$ cat src/rtl/serial_adder.sv
// Bit-serial adder: one full_adder cell plus a registered carry, LSB first.
// Result and carry-out are held until the next done pulse.

module full_adder (
    input  logic a,
    input  logic b,
    input  logic c_in,
    output logic sum,
    output logic c_out
);
    assign sum   = a ^ b ^ c_in;
    assign c_out = (a & b) | (c_in & (a ^ b));
endmodule

module serial_adder #(
    parameter int WIDTH = 8
) (
    input  logic             clk,
    input  logic             rst_n,
    input  logic             start,
    input  logic [WIDTH-1:0] a,
    input  logic [WIDTH-1:0] b,
    input  logic             c_in,
    output logic             ready,
    output logic             busy,
    output logic             done,
    output logic [WIDTH-1:0] sum,
    output logic             c_out
);
    localparam int CW = $clog2(WIDTH + 1);
    localparam logic [CW-1:0] LAST = CW'(WIDTH - 1);

    localparam logic [1:0] IDLE = 2'd0;
    localparam logic [1:0] RUN  = 2'd1;
    localparam logic [1:0] DONE = 2'd2;

    logic [1:0]       state;
    logic [WIDTH-1:0] a_sh;
    logic [WIDTH-1:0] b_sh;
    logic [WIDTH-1:0] s_sh;
    logic [WIDTH-1:0] s_next;
    logic             carry;
    logic [CW-1:0]    cnt;
    logic             fa_sum;
    logic             fa_cout;
    logic             accept;

    full_adder u_fa (
        .a     (a_sh[0]),
        .b     (b_sh[0]),
        .c_in  (carry),
        .sum   (fa_sum),
        .c_out (fa_cout)
    );

    assign busy   = (state == RUN);
    assign ready  = ~busy;
    assign done   = (state == DONE);
    assign accept = start & ready;

    // New bit enters at the MSB; the shift form also covers WIDTH=1 cleanly.
    assign s_next = WIDTH'({fa_sum, s_sh} >> 1);

    always_ff @(posedge clk or negedge rst_n) begin
        if (!rst_n) begin
            state <= IDLE;
            a_sh  <= '0;
            b_sh  <= '0;
            s_sh  <= '0;
            carry <= 1'b0;
            cnt   <= '0;
            sum   <= '0;
            c_out <= 1'b0;
        end else if (accept) begin
            a_sh  <= a;
            b_sh  <= b;
            carry <= c_in;
            cnt   <= '0;
            s_sh  <= '0;
            state <= RUN;
        end else begin
            case (state)
                RUN: begin
                    a_sh  <= a_sh >> 1;
                    b_sh  <= b_sh >> 1;
                    s_sh  <= s_next;
                    carry <= fa_cout;
                    cnt   <= cnt + 1'b1;
                    if (cnt == LAST) begin
                        sum   <= s_next;
                        c_out <= fa_cout;
                        state <= DONE;
                    end
                end
                default: state <= IDLE;
            endcase
        end
    end
endmodule

$ cat config.mk
export PLATFORM = sky130hd
export DESIGN_NAME = serial_adder
export DESIGN_NICKNAME = d
export VERILOG_FILES = /design/src/rtl/serial_adder.sv
export SDC_FILE = /design/constraint.sdc
export NUM_CORES = 1
export LEC_CHECK = 0
export CELL_PAD_IN_SITES_DETAIL_PLACEMENT = 0
export CELL_PAD_IN_SITES_GLOBAL_PLACEMENT = 2
export CORE_MARGIN = 4
export CORE_UTILIZATION = 36
export CTS_CLUSTER_DIAMETER = 40
export DETAILED_ROUTE_END_ITERATION = 12
export PLACE_DENSITY = 0.83
export SYNTH_ARGS = -nofsm -noshare
export SYNTH_HDL_FRONTEND = slang
export SYNTH_HIERARCHICAL = 1
export SYNTH_SLANG_ARGS = --single-unit
$ cat constraint.sdc
create_clock -name clk -period 3.28 [get_ports clk]
set_input_delay 0.82 -clock clk [delete_from_list [all_inputs] [get_ports clk]]
set_output_delay 0.82 -clock clk [all_outputs]
set_load 0.05 [all_outputs]
==> flow_summary_export.csv <==
group,metric,value,unit
global_route,grt.met2_usage,18.1,%
timing,slew_headroom,44.3,%
logic_synthesis,syn_avg_cell_area,11.8,um2
logic_synthesis,synth-seq-area-share,56.7,%
worst_setup_path,rr_worst_depth,5,
logic_synthesis,yosysWarnings,6,
timing,fmax,399,MHz
clock_tree,clock-sinks,39,
logic_synthesis,synthTopCellsByArea,"dfrtp_1 57%, mux2i_1 10%, mux2_4 7.0%",
cells_and_area,antenna_cells,0,
timing,hold_viol_final,0,
logic_synthesis,yosys-top-cells-count,"39 x dfrtp_1, 24 x nand2_1, 23 x o21ai_0",
worst_setup_path,critPathKind,"register to primary output",
routing,drtIter0Drc,45,
logic_synthesis,synth.distinct_cells,21,
power_and_ir_drop,internal_power,1.24,mW
clock_tree,holdBufCountCts,0,
hold_path,hold_depth,2,
clock_tree,cts_buffers,5,
cells_and_area,fin_cells,230,
clock_tree,cts_buffer_depth,2,
power_and_ir_drop,p_leak,0.979,nW
global_route,met3_usage,4.22,%
worst_setup_path,arrival,1.68,ns
cells_and_area,fin_nets,199,
worst_setup_path,required,2.46,ns
timing,rsz0062_at_grt,"false",
logic_synthesis,netlist_area,1720,um2
placement,numPlacedInstances,222,
global_route,antenna_found_initial,0,
timing,fin_hold_ws,0.488,ns
clock_tree,worstSkewPairLatency,0.29,ns
timing,setup_viol,0,
worst_setup_path,crit_fanout,4,
clock_tree,cts_max_level,2,
logic_synthesis,synth_most_common_cell,"dfrtp_1",
floorplan,chipWidth,77.2,um
power_and_ir_drop,peakVddDrop,0.324,mV
logic_synthesis,synth-compound-area-share,8.21,%
cells_and_area,fill_cells,420,
timing,post-route-min-period,2.50,ns
routing,wl_per_cell,13.7,um
cells_and_area,area_growth,25.4,%
global_route,met1_usage,14.5,%
timing,fin_crit_sh,76.3,%
logic_synthesis,synth_top_family_by_area,"multiplexers",
hold_path,holdCritPathClass,"register to register",
power_and_ir_drop,power_frac_clock,16.8,%
timing,timing.setup.tns,0,ns
logic_synthesis,yosys.area_share.simple,11.9,%
logic_synthesis,synthCells,146,
routing,postRouteAntennaNets,0,
floorplan,dieArea,5950,um2
global_route,busiest_layer,"met2",
worst_setup_path,critical_path_buf_inv_count,2,
floorplan,core-area,4500,um2
power_and_ir_drop,swShare,40.9,%
logic_synthesis,synth_xor_area_share,0,%
clock_tree,path_clk_slew,0.08,ns
power_and_ir_drop,power_density,971,nW/um2
placement,dp_hpwl,2.10,mm
logic_synthesis,synthAdderAreaFrac,1.89,%
power_and_ir_drop,p_seq_share,38.2,%
worst_setup_path,cp_slowest_cell,"clkdlybuf4s50_1",
routing,drcViolationCount,0,
worst_setup_path,cpPeakStageDelay,0.79,ns
clock_tree,cts_resized,0,
worst_setup_path,crit_path_end_kind,"primary output",
floorplan,die_h,77.2,um
global_route,gr-usage-all-layers,11.7,%
timing,maxSlewViolCount,0,
placement,globalplace.congestion,0.692,
floorplan,io_pins,32,
floorplan,start_util,38.2,%
logic_synthesis,synth-edff-count,0,
global_route,grt_pass1_vias,1179,
worst_setup_path,cpLargestDelayFamily,"buffers and inverters",
routing,drt-pass1-iter-count,3,
logic_synthesis,syn-num-nets,168,
routing,via_per_inst,4.89,
clock_tree,root_buffer,"clkbuf_8",
timing,fin_skew,0.00727,ns
logic_synthesis,synth_top_area_cell,"dfrtp_1",
run_status,status,"finished, final reports clean",
worst_setup_path,cp-start-kind,"register",
logic_synthesis,ys.flop_type,"dfrtp_1",
clock_tree,cts_setup_buffers,0,
worst_setup_path,cp.depth,3,
logic_synthesis,ys_ff_latch,39,
global_route,grt_max_degree,54,
logic_synthesis,yosysTopAreaCellShare,56.7,%
floorplan,num_rows,24,
job,maxCapViolations,0,
global_route,overflow,0,
routing,vias,1125,
clock_tree,tritoncts,"done",
power_and_ir_drop,p_comb_share,45.0,%
logic_synthesis,async_flop_share,100,%
worst_setup_path,path_cells,"nand2b_4 -> inv_4 -> clkdlybuf4s50_1",
placement,portBuffers,31,
logic_synthesis,synthMuxAreaShare,18.1,%
global_route,grt_pass1_wl,5.48,mm
routing,drt-total-wl,3.15,mm
timing,max_slew.worst_pin.slew,0.836,ns
power_and_ir_drop,p_switching,858,uW
cells_and_area,drive_gt1_share,12.4,%
## path summary, 6_finish.rpt
kind	startpoint	to	slack [ns]
min	a_sh[1]	a_sh[0]	0.49
max	state[1]	busy	0.78
min reg2reg	a_sh[1]	a_sh[0]	0.49
max in group asynchronous	rst_n	s_sh[4]	2.13
min in group asynchronous	rst_n	s_sh[7]	0.63
max reg2reg	state[1]	sum[7]	1.33
## through the flow
stage	total power [mW]	cell area, um2	setup slack [ns]	utilization (%)
6_report	2.10	2160	0.776	47.9
2_1_floorplan	1.49	1720	1.13	-
5_1_grt	2.25	2160	0.729	47.9
4_1_cts	2.13	2160	0.754	47.9
3_3_place_gp	1.74	2060	1.10	45.7
3_5_place_dp	1.77	2060	1.09	45.7
## power by group through the flow
stage | Sequential, mW | Combinational [mW] | Clock, mW
3_5_place_dp | 0.810 | 0.955 | 0
2_1_floorplan | 0.967 | 0.519 | 0
4_1_cts | 0.803 | 0.959 | 0.366
6_report | 0.801 | 0.943 | 0.351
5_1_grt | 0.830 | 1.03 | 0.390
3_3_place_gp | 0.799 | 0.936 | 0
## flip-flops by register name (all words and copies together) (netlist names)
register and flops:
b_sh 8, s_sh 7, cnt 4, carry 1, a_sh 8, state 2
sum 8, c_out 1
## kinds of logic (layout without fill, tap and decap cells)
kind of cell             Yosys count  after routing
AND/OR/NAND/NOR                   41             41
flip-flops                        39             39
AO/OA/AOI/OAI                     27             27
multiplexers                      27             27
buffers and inverters             10             42
adder cells (fa/ha/maj)            2              2
## final cells by class
class	instances	area (um2)	area share (%)
sequential	39	976	45.2
clock buffer	8	100	4.64
timing repair buffer	33	320	14.8
inverter	1	6.26	0.290
multi-input combinational	97	691	32.0
tap	52	65.1	3.01
## placed cells by master, fill, tap and decap left out, drive strengths merged
cell,instances
a31oi,2
a41oi,1
clkdlybuf4s50,30
dfrtp,39
and4b,1
nor2b,2
o21ai,23
a21oi,1
nor2,2
fa,1
inv,1
buf,3
ha,1
nand2,24
clkbuf,8
nand3,1
mux2i,18
mux2,9
nand2b,11
## worst reg2reg max path, cell delays in order (launching register included)
cell      delay (ns)
dfrtp_1         0.38
nand2b_4        0.17
inv_4           0.06
buf_4           0.37
and4b_4         0.49
mux2_2          0.37
## layer usage
layer  vias up  part of all wire (%)
li1        559                     -
met1       538                    49
met2        21                    45
met3         7                   5.0
met4         0                   1.8
met5         -                     0
Note: power is estimated with default switching activity, not from simulation.
